<file path="src/rtl/simon_game_ctrl.sv">
// simon_game_ctrl: Simon memory-game controller. It grows a random colour sequence, plays it back,
// checks the player's presses and requests an LCD print on WIN/LOSE. Optional macro: SIMON_TIMEOUT_EN.
module simon_game_ctrl #(
  parameter int NUM_BTN       = 4,
  parameter int MAX_LEN       = 32,
  parameter int SHOW_TICKS    = 50000000,
  parameter int GAP_TICKS     = 12500000,
  parameter int TIMEOUT_TICKS = 250000000,
  parameter int CW            = (NUM_BTN > 2) ? $clog2(NUM_BTN) : 1
) (
  input  logic               i_clk,
  input  logic               i_reset,
  input  logic               i_start,
  input  logic [NUM_BTN-1:0] i_pressed,
  input  logic [CW-1:0]      i_rnd,
  input  logic               i_lcd_available,
  output logic [CW-1:0]      o_color,
  output logic               o_led_en,
  output logic [7:0]         o_level,
  output logic               o_busy,
  output logic               o_win,
  output logic               o_lose,
  output logic               o_lcd_print
);

  localparam int MAXT = (SHOW_TICKS > GAP_TICKS) ?
                        ((SHOW_TICKS > TIMEOUT_TICKS) ? SHOW_TICKS : TIMEOUT_TICKS) :
                        ((GAP_TICKS > TIMEOUT_TICKS) ? GAP_TICKS : TIMEOUT_TICKS);
  localparam int TW = $clog2(MAXT + 1);
  localparam int IW = (MAX_LEN > 2) ? $clog2(MAX_LEN) : 1;
  localparam logic [TW-1:0] SHOW_END = TW'(SHOW_TICKS - 1);
  localparam logic [TW-1:0] GAP_END  = TW'(GAP_TICKS - 1);
  localparam logic [7:0]    MAX_LVL  = MAX_LEN[7:0];
  localparam logic [CW:0]   NB       = NUM_BTN[CW:0];
`ifdef SIMON_TIMEOUT_EN
  localparam logic [TW-1:0] TO_END   = TW'(TIMEOUT_TICKS - 1);
`endif

  typedef enum logic [2:0] {
    S_IDLE,
    S_EXTEND,
    S_SHOW,
    S_GAP,
    S_WAIT_IN,
    S_ECHO,
    S_WIN,
    S_LOSE
  } state_t;

  state_t        r_state;
  logic [TW-1:0] r_timer;
  logic [7:0]    r_idx;
  logic [7:0]    r_level;
  logic          r_pend;
  logic [CW-1:0] r_seq [MAX_LEN];

  logic [7:0]    w_idx_nx;
  logic [CW-1:0] w_rnd_fold;
  logic [CW-1:0] w_btn;
  logic [CW-1:0] w_exp;
  logic          w_one_press;

  function automatic logic [3:0] f_count(input logic [NUM_BTN-1:0] v);
    logic [3:0] n;
    n = 4'd0;
    for (int i = 0; i < NUM_BTN; i++) begin
      n = n + {3'd0, v[i]};
    end
    return n;
  endfunction

  function automatic logic [CW-1:0] f_encode(input logic [NUM_BTN-1:0] v);
    logic [CW-1:0] b;
    b = '0;
    for (int i = 0; i < NUM_BTN; i++) begin
      if (v[i]) begin
        b = CW'(i);
      end
    end
    return b;
  endfunction

  // The LFSR value can exceed NUM_BTN-1 when NUM_BTN is not a power of two; fold it back.
  function automatic logic [CW-1:0] f_fold(input logic [CW-1:0] r);
    if ({1'b0, r} < NB) begin
      return r;
    end else begin
      return r - NB[CW-1:0];
    end
  endfunction

  assign w_idx_nx    = r_idx + 8'd1;
  assign w_rnd_fold  = f_fold(i_rnd);
  assign w_btn       = f_encode(i_pressed);
  assign w_one_press = (f_count(i_pressed) == 4'd1);
  assign w_exp       = r_seq[r_idx[IW-1:0]];
  assign o_level     = r_level;

  // Sequence storage, written once per round; left uncleared so start/reset need no clear pass.
  always_ff @(posedge i_clk) begin
    if (r_state == S_EXTEND && r_level < MAX_LVL) begin
      r_seq[r_level[IW-1:0]] <= w_rnd_fold;
    end
  end

  // Game FSM with registered outputs and the pending-print handshake.
  always_ff @(posedge i_clk) begin
    if (i_reset) begin
      r_state     <= S_IDLE;
      r_level     <= 8'd0;
      r_idx       <= 8'd0;
      r_timer     <= '0;
      r_pend      <= 1'b0;
      o_color     <= '0;
      o_led_en    <= 1'b0;
      o_win       <= 1'b0;
      o_lose      <= 1'b0;
      o_busy      <= 1'b0;
      o_lcd_print <= 1'b0;
    end else begin
      o_lcd_print <= r_pend & i_lcd_available;
      if (r_pend && i_lcd_available) begin
        r_pend <= 1'b0;
      end
      case (r_state)
        S_IDLE, S_WIN, S_LOSE: begin
          if (i_start) begin
            r_state     <= S_EXTEND;
            r_level     <= 8'd0;
            r_idx       <= 8'd0;
            r_timer     <= '0;
            r_pend      <= 1'b0;
            o_lcd_print <= 1'b0;
            o_led_en    <= 1'b0;
            o_win       <= 1'b0;
            o_lose      <= 1'b0;
            o_busy      <= 1'b1;
          end
        end
        S_EXTEND: begin
          // The new colour is only readable next cycle, so bypass it when it is also seq[0].
          o_color  <= (r_level == 8'd0) ? w_rnd_fold : r_seq[0];
          o_led_en <= 1'b1;
          r_level  <= (r_level < MAX_LVL) ? r_level + 8'd1 : r_level;
          r_idx    <= 8'd0;
          r_timer  <= '0;
          r_state  <= S_SHOW;
        end
        S_SHOW: begin
          if (r_timer == SHOW_END) begin
            r_timer  <= '0;
            o_led_en <= 1'b0;
            r_state  <= S_GAP;
          end else begin
            r_timer <= r_timer + TW'(1);
          end
        end
        S_GAP: begin
          if (r_timer == GAP_END) begin
            r_timer <= '0;
            if (w_idx_nx < r_level) begin
              r_idx    <= w_idx_nx;
              o_color  <= r_seq[w_idx_nx[IW-1:0]];
              o_led_en <= 1'b1;
              r_state  <= S_SHOW;
            end else begin
              r_idx   <= 8'd0;
              r_state <= S_WAIT_IN;
            end
          end else begin
            r_timer <= r_timer + TW'(1);
          end
        end
        S_WAIT_IN: begin
          if (i_pressed != '0) begin
            if (w_one_press && w_btn == w_exp) begin
              o_color  <= w_btn;
              o_led_en <= 1'b1;
              r_timer  <= '0;
              r_state  <= S_ECHO;
            end else begin
              o_color  <= w_exp;
              o_led_en <= 1'b1;
              o_lose   <= 1'b1;
              o_busy   <= 1'b0;
              r_pend   <= 1'b1;
              r_state  <= S_LOSE;
            end
          end
`ifdef SIMON_TIMEOUT_EN
          else if (r_timer == TO_END) begin
            o_color  <= w_exp;
            o_led_en <= 1'b1;
            o_lose   <= 1'b1;
            o_busy   <= 1'b0;
            r_pend   <= 1'b1;
            r_state  <= S_LOSE;
          end else begin
            r_timer <= r_timer + TW'(1);
          end
`else
          else begin
            r_timer <= '0;
          end
`endif
        end
        S_ECHO: begin
          if (r_timer == GAP_END) begin
            r_timer  <= '0;
            o_led_en <= 1'b0;
            if (w_idx_nx < r_level) begin
              r_idx   <= w_idx_nx;
              r_state <= S_WAIT_IN;
            end else if (r_level == MAX_LVL) begin
              o_win   <= 1'b1;
              o_busy  <= 1'b0;
              r_pend  <= 1'b1;
              r_state <= S_WIN;
            end else begin
              r_state <= S_EXTEND;
            end
          end else begin
            r_timer <= r_timer + TW'(1);
          end
        end
        default: begin
          r_state <= S_IDLE;
        end
      endcase
    end
  end

endmodule

</file>
<file path="config.mk">
export PLATFORM = sky130hd
export DESIGN_NAME = simon_game_ctrl
export DESIGN_NICKNAME = d
export VERILOG_FILES = /design/src/rtl/simon_game_ctrl.sv
export SDC_FILE = /design/constraint.sdc
export NUM_CORES = 1
export LEC_CHECK = 0
export ABC_CLOCK_PERIOD_IN_PS = 9390
export CAP_MARGIN = 5
export CORE_MARGIN = 2
export CORE_UTILIZATION = 59
export DETAILED_ROUTE_END_ITERATION = 7
export GPL_TIMING_DRIVEN = 0
export PLACE_DENSITY_LB_ADDON = 0.05
export SETUP_SLACK_MARGIN = 0.05
export SYNTH_ARGS = -nofsm -noshare
export SYNTH_HDL_FRONTEND = slang
export SYNTH_SLANG_ARGS = --single-unit
</file>
<file path="constraint.sdc">
create_clock -name i_clk -period 9.39 [get_ports i_clk]
set_clock_uncertainty 0.15 [all_clocks]
set_input_delay 0.939 -clock i_clk [delete_from_list [all_inputs] [get_ports i_clk]]
set_output_delay 0.939 -clock i_clk [all_outputs]
set_load 0.1 [all_outputs]
</file>
==> impl_metrics.tcl, run 1 <==
set metrics [dict create \
    status "completed" \
    finalHoldViolCount 0 \
    ctsResizeCount 0 \
    wl_met2_um 7726 \
    overflow 0 \
    netlist_area_um2 6599 \
    die_area_um2 12050 \
    slew_violations 0 \
    antenna_found_initial 0 \
    avgRoutedWirePerCell_um 20.36 \
    synth.ff_latch_count 124 \
    synth_area_leaders "edfxtp_1 29%, dfxtp_1 18%, mux4_2 6.8%, mux2i_1 5.5%, nor2_1 5.0%" \
    tightest_slew_ns 1.144 \
    whs_path_depth 2 \
    rsz0062_at_grt "false" \
    drive_above_1_share 0.09957 \
    wl_met3_um 1375 \
    period_needed_ns 4.065 \
    arrival_ns 4.36 \
    ctsLongestPathBuffers 2 \
    post-route-drc-count 0 \
    hp-class "reg -> reg" \
    clock_sinks 124 \
    diodes 0 \
    grt_first_pass_wirelength_um 26350 \
    io-pin-count 25 \
    via_per_inst 6.429 \
    yosysWarnings 0 \
    postSynthNetCount 665 \
    yosysTopAreaCell "edfxtp_1" \
    synthToLayoutAreaGrowth_pct 14.81 \
    grt_max_degree 34 \
    clkLatencyLatePin_ns 0.56 \
    drt_pass1_iterations 8 \
    synth_cell_types 64 \
    wl_um 16960 \
    critPathCaptureType "register" \
    postCtsHoldBufs 0 \
    synth_most_common_cell "nor2_1" \
    period_share 0.4329 \
    cts-buffers-inserted 17 \
    synth_ff_type "edfxtp_1" \
    synth-async-reset-ratio 0 \
    portBuffers 24 \
    p_per_area_nw_per_um2 178.9 \
    ir_drop_v 0.0001829 \
    critPathMaxFanout 10 \
    initial_core_util 0.6061 \
    cts_max_level 4 \
    grt_pass1_vias 5045 \
    path_depth 12 \
    final_nets 708 \
    slew_headroom 0.2351 \
    crit_type "reg -> reg" \
    cts_tree "done" \
    ant_nets 0 \
    fin_setup_tns_ns 0 \
    synth-edff-count 64 \
    p_leak_uw 0.002468 \
    final-setup-viol-count 0 \
    m1WireLength_um 7499 \
    cp_slowest_cell "xnor2_1" \
    rows 38 \
    cts_root_buf "clkbuf_8" \
    cp_data_required_time_ns 9.68 \
    fin_ws_ns 5.325 \
    synth_top_area_frac 0.2912 \
    path_buf_inv 1 \
    max-cap-violations 0 \
    r2r_cells 12 \
    syn_inst 637 \
    crit_chain "buf_2, nand3_1, xnor2_1, ha_1, o21a_1, o21a_1, o21ai_0, a211o_1, nand2_1, o21ai_0, nor2_1, mux2_2" \
    vias 5355 \
    max_freq_ghz 0.2460 \
    gp_congestion 0.9276 \
    post-route-util 0.6958 \
    synth_common_cells "88 x nor2_1, 64 x edfxtp_1, 60 x dfxtp_1" \
    multiInputGateArea_um2 3257 \
    postCtsSetupRepairBufs 0 \
    drtIter0Drc 590 \
    nFillCells 850 \
    synth.avg_cell_area_um2 10.36 \
    highest_layer "met4" \
    critPathLaunchType "register" \
    crit_family "compound AO/OA/AOI/OAI gates" \
    ys_seq_area_frac 0.4733 \
    path_clk_slew_ns 0.06 \
    core_um2 10890 \
    die_y_um 109.8 \
    regArea_um2 3123 \
    preCtsSetupSlack_ns 5.040 \
    fp.dieW_um 109.8 \
    track_usage 0.2978 \
    dp_hpwl_um 11890 \
    crit_path_max_incr_delay_ns 0.84 \
]
-- routing by layer --
layer  GRT usage  vias up
met1      0.4079     2619
met2      0.4484      227
met3     0.08832       37
li1            -     2472
met4      0.1121        0
met5           0        -
-- cell families (layout without fill, tap and decap cells) --
kind of cell    count (synthesis)  count (layout)  share of synthesized area
flops                         124             124                     0.4733
simple gates                  253             253                     0.1906
compound gates                121             121                     0.1219
mux                            57              57                     0.1246
fa+ha+maj                      18              18                    0.03527
buf+inv                        48             104                    0.03318
xor+xnor                       16              16                    0.02124
-- worst paths after layout --
path             from          end  slack [ns]
max          r_idx[0]     register        5.32
max reg2reg  r_idx[0]     register        5.32
min            r_pend  o_lcd_print        0.27
min reg2reg    r_pend  o_lcd_print        0.27
-- tightest hold or removal path: cells and delay by family (launching register included) --
| family | cells | cell delay, ns |
|---|---|---|
| AND/OR/NAND/NOR | 2 | 0.08 |
| flip-flops | 1 | 0.31 |
-- registers in the layout, summed over array words and instances (netlist names), named ones only --
register     flops
r_state          3
o_lose           1
r_timer         28
r_pend           1
o_lcd_print      1
r_seq           64
o_busy           1
o_led_en         1
r_idx            8
o_level          8
o_color          2
o_win            1
-- metrics by stage --
step / hold slack [ns] / cells / area (um^2) / total power (uW)
floorplan: 0.2551 / 637 / 6599 / 691.7
global placement: 0.2693 / 801 / 7014 / 733.0
detailed placement: 0.2680 / 801 / 7014 / 736.4
CTS: 0.2809 / 833 / 7576 / 1357
global route: 0.3037 / 833 / 7576 / 1392
finish: 0.2746 / 833 / 7576 / 1355
-- layout make-up --
type,instances,share of cell area
Clock buffer,17,0.05467
Tap cell,140,0.02312
Timing Repair Buffer,24,0.03171
Clock inverter,15,0.01949
Buffer,25,0.01751
Sequential cell,124,0.4122
Inverter,23,0.01140
Multi-Input combinational cell,465,0.4299
-- where the power goes --
group	internal [uW]	switching, uW	total, uW
clock	376	253	628
sequential	577	7.40	584
combinational	41.4	102	143
total	994	362	1360
-- placed cells by master (no fill, tap or decap), types with 12 or more instances in the layout --
cell	count
nand3_1	34
clkdlybuf4s50_1	24
a22o_1	12
dfxtp_1	60
nor2_1	88
ha_1	17
edfxtp_1	64
inv_1	23
nor3_1	17
o21ai_0	30
or3_1	13
clkbuf_16	16
nand2_1	38
a21oi_1	36
clkbuf_1	15
mux2i_1	36
mux4_2	20
Power figures use the tool's default switching activity.
==> inputs of run 2 (changes only) <==
--- a/config.mk
+++ b/config.mk
@@ -5,10 +5,10 @@
 export SDC_FILE = /design/constraint.sdc
 export NUM_CORES = 1
 export LEC_CHECK = 0
-export ABC_CLOCK_PERIOD_IN_PS = 9390
+export ABC_CLOCK_PERIOD_IN_PS = 3400
 export CAP_MARGIN = 5
 export CORE_MARGIN = 2
-export CORE_UTILIZATION = 59
+export CORE_UTILIZATION = 55
 export DETAILED_ROUTE_END_ITERATION = 7
 export GPL_TIMING_DRIVEN = 0
 export PLACE_DENSITY_LB_ADDON = 0.05
==> constraint.sdc (replaced) <==
create_clock -name i_clk -period 3.4 [get_ports i_clk]
set_clock_uncertainty 0.15 [all_clocks]
set_input_delay 0.34 -clock i_clk [delete_from_list [all_inputs] [get_ports i_clk]]
set_output_delay 0.34 -clock i_clk [all_outputs]
set_load 0.1 [all_outputs]
==> impl_metrics.tcl, run 2 (synthesized netlist as in run 1, its figures left out) <==
set metrics [dict create \
    dp_hpwl_um 11760 \
    drt_pass1_iterations 5 \
    cp_slowest_cell "or3_1" \
    grt_pass1_vias 5253 \
    track_usage 0.2774 \
    fp.dieW_um 113.5 \
    wl_um 17010 \
    stdcell_count 847 \
    drtIter0Drc 450 \
    ant_nets 0 \
    tightest_slew_ns 1.202 \
    final-setup-viol-count 0 \
    portBuffers 24 \
    status "completed" \
    crit_path_max_incr_delay_ns 0.46 \
    period_share 0.9540 \
    synthToLayoutAreaGrowth_pct 18.68 \
    max-cap-violations 0 \
    critPathCaptureType "register" \
    placed_area_um2 7025 \
    largest_reg_flops 64 \
    ctsLongestPathBuffers 2 \
    grt_first_pass_wirelength_um 27140 \
    finalHoldViolCount 0 \
    cts_root_buf "clkbuf_16" \
    gp_congestion 0.9206 \
    crit_type "reg -> reg" \
    final_cell_mix "86 x nor2_1, 64 x edfxtp_1, 58 x dfxtp_1, 37 x nand2_1, 36 x mux2i_1" \
    antenna_found_initial 0 \
    clock_sinks 124 \
    rsz0062_at_grt "true" \
    final_nets 717 \
    cp_data_required_time_ns 3.60 \
    p_leak_uw 0.002589 \
    core_um2 11860 \
    vias 5330 \
    clkLatencyLatePin_ns 0.42 \
    final_common_cell "nor2_1" \
    place_inst 808 \
    initial_core_util 0.5563 \
    drive_above_1_share 0.1400 \
    critPathMaxFanout 11 \
    period_needed_ns 3.243 \
    critPathLaunchType "register" \
    cts_max_level 4 \
    cts_tree "done" \
    arrival_ns 3.45 \
    path_clk_slew_ns 0.05 \
    slew_violations 0 \
    postCtsHoldBufs 0 \
    via_per_inst 6.293 \
    max_freq_ghz 0.3083 \
    fin_setup_tns_ns 0 \
    hp-class "reg -> reg" \
    die_area_um2 12890 \
    io-pin-count 25 \
    final_cell_area_um2 7831 \
    die_y_um 113.5 \
    slew_headroom 0.1961 \
    post-route-drc-count 0 \
    diodes 0 \
    hold-worst-slack_ns 0.2708 \
    cts-buffers-inserted 17 \
    p_per_area_nw_per_um2 472.7 \
    crit_chain "buf_6, buf_12, clkbuf_16, mux2i_1, a22oi_1, nand3_1, o31ai_4, or3_1, a21oi_2, o31ai_4, nand3_4, nand4_1, or3_1, a21oi_1" \
    avgRoutedWirePerCell_um 20.08 \
    grt_max_degree 34 \
    ir_drop_v 0.0003231 \
    overflow 0 \
    rows 40 \
]
## run 2: through the flow
step                      setup slack (ns)    util  power [uW]
after floorplan                    0.08709       -        1910
after global placement             -0.5970  0.5923        2022
after detailed placement           -0.6308  0.5923        2028
after CTS                          0.05583  0.6466        3711
after global routing              0.001724  0.6602        3826
final                               0.1566  0.6602        3702
## run 2: worst paths after layout
path | startpoint | endpoint | slack, ns | depth (start not counted)
setup / recovery | register | r_timer[23] | 0.16 | 14
setup reg to reg | register | r_timer[23] | 0.16 | 14
hold reg to reg | r_pend | o_lcd_print | 0.27 | 2
hold / removal | r_pend | o_lcd_print | 0.27 | 2
## run 2: routing by layer
metal  vias up  wire [um]  GRT usage
met2       206       7986     0.4435
met5         -          0          0
li1       2494          -          -
met4         0        478     0.1122
met1      2593       7348     0.3671
met3        37       1198    0.06589
## run 2: what timing repair did
action | 4_1_cts | 5_1_grt
pin swaps | 2 | 6
setup buffers | 2 | 7
resized for setup | 22 | 25
cloned | 0 | 1
setup endpoints to repair | 50 | 47
## run 2: report_power, final
group / switching [uW] / internal [uW]
combinational: 282 / 122
clock: 627 / 1060
sequential: 19.0 / 1590
total: 928 / 2770
## run 2: worst max-delay path, delay by kind of cell (launching register included)
family | cells | cell delay, ns
flip-flops | 1 | 0.34
multiplexers | 1 | 0.19
buffers and inverters | 3 | 0.46
AND/OR/NAND/NOR | 5 | 1.39
AO/OA/AOI/OAI | 5 | 0.66
## run 2: cell type report
type	count	area [um^2]
buffer	24	166.4
clock buffer	21	440.4
clock inverter	9	98.84
fill	925	4030
inverter	23	86.33
multi-input combinational	465	3397
sequential	124	3126
tap	147	183.9
timing repair buffer	34	332.8
==> inputs of run 3 (changes only) <==
--- a/config.mk
+++ b/config.mk
@@ -7,6 +7,7 @@
 export LEC_CHECK = 0
 export ABC_CLOCK_PERIOD_IN_PS = 3400
 export CAP_MARGIN = 5
+export CORE_ASPECT_RATIO = 0.7
 export CORE_MARGIN = 2
 export CORE_UTILIZATION = 55
 export DETAILED_ROUTE_END_ITERATION = 7
==> impl_metrics.tcl, run 3 (synthesized netlist as in run 1, its figures left out) <==
set metrics [dict create \
    m1WireLength_um 7899 \
    final_common_cell "nor2_1" \
    max_freq_ghz 0.3090 \
    cts-buffers-inserted 17 \
    largest_reg_flops 64 \
    status "completed" \
    p_per_area_nw_per_um2 461.9 \
    post-route-drc-count 0 \
    wl_um 17660 \
    stdcell_count 857 \
    final-setup-viol-count 0 \
    rows 33 \
    drtIter0Drc 523 \
    total_power_uw 3619 \
    max-cap-violations 0 \
    portBuffers 24 \
    critPathCaptureType "register" \
    period_share 0.9519 \
    die_y_um 95.65 \
    tightest_slew_ns 1.137 \
    clock_sinks 124 \
    track_usage 0.2861 \
    grt_pass1_vias 5104 \
    period_needed_ns 3.236 \
    rsz0062_at_grt "true" \
    io-pin-count 25 \
    highest_layer "met4" \
    grt_first_pass_wirelength_um 27610 \
    hp-class "reg -> reg" \
    slew_violations 0 \
    cp_data_required_time_ns 3.55 \
    postCtsHoldBufs 0 \
    preCtsSetupSlack_ns -0.5816 \
    ctsLongestPathBuffers 2 \
    initial_core_util 0.5647 \
    synthToLayoutAreaGrowth_pct 18.73 \
    via_per_inst 6.350 \
    clkLatencyLatePin_ns 0.42 \
    cts_max_level 4 \
    final_nets 715 \
    gp_congestion 0.9887 \
    p_leak_uw 0.002587 \
    slew_headroom 0.2395 \
    avgRoutedWirePerCell_um 20.60 \
    drive_above_1_share 0.1529 \
    antenna_found_initial 0 \
    wl_met3_um 1905 \
    die_area_um2 12900 \
    dp_hpwl_um 12400 \
    ir_drop_v 0.0003784 \
    final_cell_area_um2 7835 \
    final_cell_mix "86 x nor2_1, 64 x edfxtp_1, 57 x dfxtp_1, 37 x nand2_1, 34 x nand3_1" \
    arrival_ns 3.39 \
    ant_nets 0 \
    crit_type "reg -> reg" \
    critPathMaxFanout 10 \
    diodes 0 \
    drt_pass1_iterations 5 \
    grt_max_degree 34 \
    critPathLaunchType "register" \
    path_clk_slew_ns 0.06 \
    fin_ws_ns 0.1636 \
    wl_met2_um 7644 \
    place_inst 818 \
    core_um2 11690 \
    cts_tree "done" \
    cts_root_buf "clkbuf_16" \
    finalHoldViolCount 0 \
    vias 5442 \
    overflow 0 \
    placed_area_um2 7038 \
    fp.dieW_um 134.9 \
]
run 3: final cells by class:
class / instances / area [um^2]
clock inverter: 13 / 78.83
buffer: 23 / 158.9
fill: 883 / 3850
tap: 157 / 196.4
timing repair buffer: 33 / 325.3
multi-input combinational: 465 / 3430
clock buffer: 19 / 432.9
sequential: 124 / 3127
inverter: 23 / 86.33
run 3: per-stage QoR:
stage,setup TNS [ns],utilization,hold slack [ns]
finish,0,0.6705,0.2768
global route,0,0.6705,0.3065
CTS,0,0.6553,0.2750
detailed placement,-12.98,0.6023,0.2653
global placement,-10.90,0.6023,0.2687
floorplan,0,-,0.2551
run 3: final timing paths:
kind	startpoint	endpoint	slack, ns	cells past startpoint
worst max-delay path	r_idx[0]	r_idx[0]	0.16	12
worst min-delay path	r_pend	o_lcd_print	0.28	2
worst max register to register	r_idx[0]	r_idx[0]	0.16	12
worst min register to register	r_pend	o_lcd_print	0.28	2
run 3: repair_timing:
item | in CTS | in global routing
pin swaps | 2 | 9
endpoints found under the setup margin | 47 | 48
setup buffers | 3 | 5
endpoints found under the hold margin | 0 | 0
resized for setup | 17 | 33
cloned | 0 | 1
run 3: where the power goes:
part           leakage (uW)  internal (uW)  total, uW  switching, uW
Clock              0.000249            918       1590            675
Sequential          0.00106           1590       1610           21.2
Combinational       0.00128            123        412            289
run 3: metal layers:
metal	vias to the layer above	global-route usage
li1	2493	-
met1	2620	0.4202
met2	309	0.4044
met3	20	0.08772
met4	0	0.08772
met5	-	0
run 3: critical path, stage by stage (launching register included):
cell	delay, ns
dfxtp_1	0.42
buf_6	0.20
buf_4	0.24
and3_2	0.26
nand3_1	0.13
xnor2_2	0.18
ha_1	0.23
nor3_1	0.21
a211o_1	0.26
nand2_2	0.15
o21ai_2	0.23
nor2_2	0.11
mux2_2	0.33
==> RTL change: new RTL, flow settings as in run 3 <==
Register the inputs `i_start`, `i_pressed`, `i_rnd` and `i_lcd_available` before use, with the module's reset. The logic sees them one clock later.
--- a/src/rtl/simon_game_ctrl.sv
+++ b/src/rtl/simon_game_ctrl.sv
@@ -47,6 +47,25 @@
     S_LOSE
   } state_t;
 
+  logic i_start_q;
+  logic [NUM_BTN-1:0] i_pressed_q;
+  logic [CW-1:0] i_rnd_q;
+  logic i_lcd_available_q;
+
+  always_ff @(posedge i_clk) begin
+    if (i_reset) begin
+      i_start_q         <= '0;
+      i_pressed_q       <= '0;
+      i_rnd_q           <= '0;
+      i_lcd_available_q <= '0;
+    end else begin
+      i_start_q         <= i_start;
+      i_pressed_q       <= i_pressed;
+      i_rnd_q           <= i_rnd;
+      i_lcd_available_q <= i_lcd_available;
+    end
+  end
+
   state_t        r_state;
   logic [TW-1:0] r_timer;
   logic [7:0]    r_idx;
@@ -90,9 +109,9 @@
   endfunction
 
   assign w_idx_nx    = r_idx + 8'd1;
-  assign w_rnd_fold  = f_fold(i_rnd);
-  assign w_btn       = f_encode(i_pressed);
-  assign w_one_press = (f_count(i_pressed) == 4'd1);
+  assign w_rnd_fold  = f_fold(i_rnd_q);
+  assign w_btn       = f_encode(i_pressed_q);
+  assign w_one_press = (f_count(i_pressed_q) == 4'd1);
   assign w_exp       = r_seq[r_idx[IW-1:0]];
   assign o_level     = r_level;
 
@@ -118,13 +137,13 @@
       o_busy      <= 1'b0;
       o_lcd_print <= 1'b0;
     end else begin
-      o_lcd_print <= r_pend & i_lcd_available;
-      if (r_pend && i_lcd_available) begin
+      o_lcd_print <= r_pend & i_lcd_available_q;
+      if (r_pend && i_lcd_available_q) begin
         r_pend <= 1'b0;
       end
       case (r_state)
         S_IDLE, S_WIN, S_LOSE: begin
-          if (i_start) begin
+          if (i_start_q) begin
             r_state     <= S_EXTEND;
             r_level     <= 8'd0;
             r_idx       <= 8'd0;
@@ -172,7 +191,7 @@
           end
         end
         S_WAIT_IN: begin
-          if (i_pressed != '0) begin
+          if (i_pressed_q != '0) begin
             if (w_one_press && w_btn == w_exp) begin
               o_color  <= w_btn;
               o_led_en <= 1'b1;
Function: changed (Yosys sat finds a counterexample within 4 cycles, from zero or initial values and one cycle with i_reset high).
==> RTL change against run 3 <==
  * Sequential cell count grew 8
  * Total power grew 10%
  * Worst setup slack is essentially flat
  * Synthesized cell count grew 7.2%
  * Hold slack lost 0.12 ns
  * Wire length grew 3.9%
  * Cell area grew 5.7%
  * Synthesized area grew 5.5%
  * First-iteration DRC count grew 25%
  * Critical path depth is the same
  * Clock power grew 14%
  * Critical path type unchanged
  * Largest cell class unchanged
==> RTL change: results (changes against run 3) <==
status completed (unchanged); antenna violations before repair 0 (unchanged); max reg flops 64 (unchanged); root buf cell clkbuf_16 (unchanged); layout net count 760 (was 715); Synth Flop Type dfxtp_1 (was edfxtp_1); Hold Violations, Final 0 (unchanged); Min-Delay Path Class input pin to flip-flop (was flip-flop to flip-flop); YS warnings 0 (unchanged); RD Place Congestion 0.886 (was 0.989); worst path arrival time 3.42 ns (was 3.39 ns); placed inst area 0.00740 mm² (was 0.00704 mm²); port bufs 23 (was 24); Clock Pin Slew Worst Setup and Hold Paths 0.07 ns; Max VDD drop 381 µV (was 378 µV); Via density 6.43 (was 6.35); relative slew slack 21.4% (was 23.9%); latest clock arrival within the worst-skew pair 0.43 ns; Crit Path Max Fanout 7 (was 10); Setup WS pre-CTS -0.685 ns (was -0.582 ns); Post-synth EDFFs 64 (unchanged); ys async rst share 0% (unchanged); vias in the first global route 5512 (was 5104); Pleak 2.72 nW (was 2.59 nW); top post-synthesis cells by area edfxtp_1 (28%), dfxtp_1 (20%), mux4_2 (6.5%), mux2i_1 (5.8%), nor2_1 (3.8%) (was edfxtp_1 (29%), dfxtp_1 (18%), mux4_2 (6.8%), mux2i_1 (5.5%), nor2_1 (5.0%)); placed cells 868 (was 818); Hold Path Cell Cnt 2 (unchanged); Layout Cells excl Fill 907 (was 857); sequential area share after synthesis 47.2% (was 47.3%); Synthesized Nets 711 (was 665); syn avg cell area 10.2 µm² (was 10.4 µm²); total CTS buffers 17 (unchanged); Detailed Place HPWL 12.6 mm (was 12.4 mm); commonest cells in the synthesized netlist nor2_1 (70), dfxtp_1 (68), edfxtp_1 (64) (was nor2_1 (88), edfxtp_1 (64), dfxtp_1 (60)); number of different library cells in the post-synthesis netlist 61 (was 64); first-pass GRT wire length 29.4 mm (was 27.6 mm); n_diodes 0 (unchanged); TritonRoute pass-1 iters 5 (unchanged); share of layout cells above drive strength 1 15.8% (was 15.3%); r2r worst-path depth 12 (unchanged); clock buffer depth 2 (unchanged); largest net degree at the start of global routing 34 (unchanged); global-route usage over all layers 27.9% (was 28.6%); CTS H-tree lvls 4 (unchanged); Switching Share 29.3% (was 27.2%); final wirelength 18.3 mm (was 17.7 mm); DR iter-0 viols 653 (was 523)
==> RTL change: cell types whose count changed after synthesis, moves of 11 or more <==
cell	before	now
inv_1	23	34
nor2_1	88	70
clkbuf_1	15	26
nand2_1	38	52
a311oi_1	2	13
==> RTL change: kinds of logic (layout without fill, tap and decap cells) <==
group,after synthesis,count (layout),share of synthesized area [%]
simple gates,247,247,17.5
flops,132,132,47.2
mux,61,61,12.4
xor+xnor,11,11,1.49
buf+inv,72,134,4.40
fa+ha+maj,18,18,3.34
compound gates,142,142,13.7
==> RTL change: repair_timing <==
action	4_1_cts	5_1_grt
pin swaps	1	10
buffers inserted	3	6
gates resized for setup	24	35
endpoints found under the setup margin	48	50
==> RTL change: stage by stage <==
step / power [W] / util, %
global route: 0.00410 / 66.9
finish: 0.00398 / 66.9
CTS: 0.00396 / 65.6
floorplan: 0.00204 / -
detailed placement: 0.00216 / 59.8
global placement: 0.00215 / 59.8
==> RTL change: per-layer routing <==
layer / global-route usage [%] / up-vias / share of wire [%]
met5: 0 / - / 0
li1: - / 2660 / -
met2: 39.6 / 314 / 42
met3: 7.31 / 35 / 10
met4: 8.40 / 0 / 1.8
met1: 42.1 / 2820 / 46
==> RTL change: worst paths after layout <==
check | startpoint | slack, ns | to
max | r_idx[2] | 0.16 | flip-flop
min | i_reset | 0.16 | i_pressed_q[1]
max reg2reg | r_idx[2] | 0.16 | flip-flop
min reg2reg | r_pend | 0.29 | o_lcd_print
==> RTL change: cell type report <==
type	count	area, µm²
fillers	900	4100
multi-input cells	479	3580
flip-flops and latches	132	3290
clock buffers	17	425
repair buffers	32	298
well taps	162	203
plain buffers	36	194
clock inverters	15	156
inverters	34	128
==> RTL change: power groups by stage <==
stage	clock network (W)	logic, W	registers, W
6_report	0.00182	0.000442	0.00172
5_1_grt	0.00190	0.000473	0.00173
4_1_cts	0.00183	0.000411	0.00172
3_3_place_gp	0	0.000397	0.00175
3_5_place_dp	0	0.000401	0.00176
2_1_floorplan	0	0.000231	0.00181
==> RTL change: critical path, stage by stage, from the launching register on <==
cell	delay (ns)
dfxtp_2	0.42
nand3_1	0.19
or2_2	0.36
xnor2_2	0.16
ha_2	0.33
o21a_1	0.12
o21ai_0	0.09
a31oi_2	0.40
o21ai_1	0.12
o2bb2ai_1	0.15
a32o_1	0.25
nand2b_4	0.19
o22ai_4	0.21
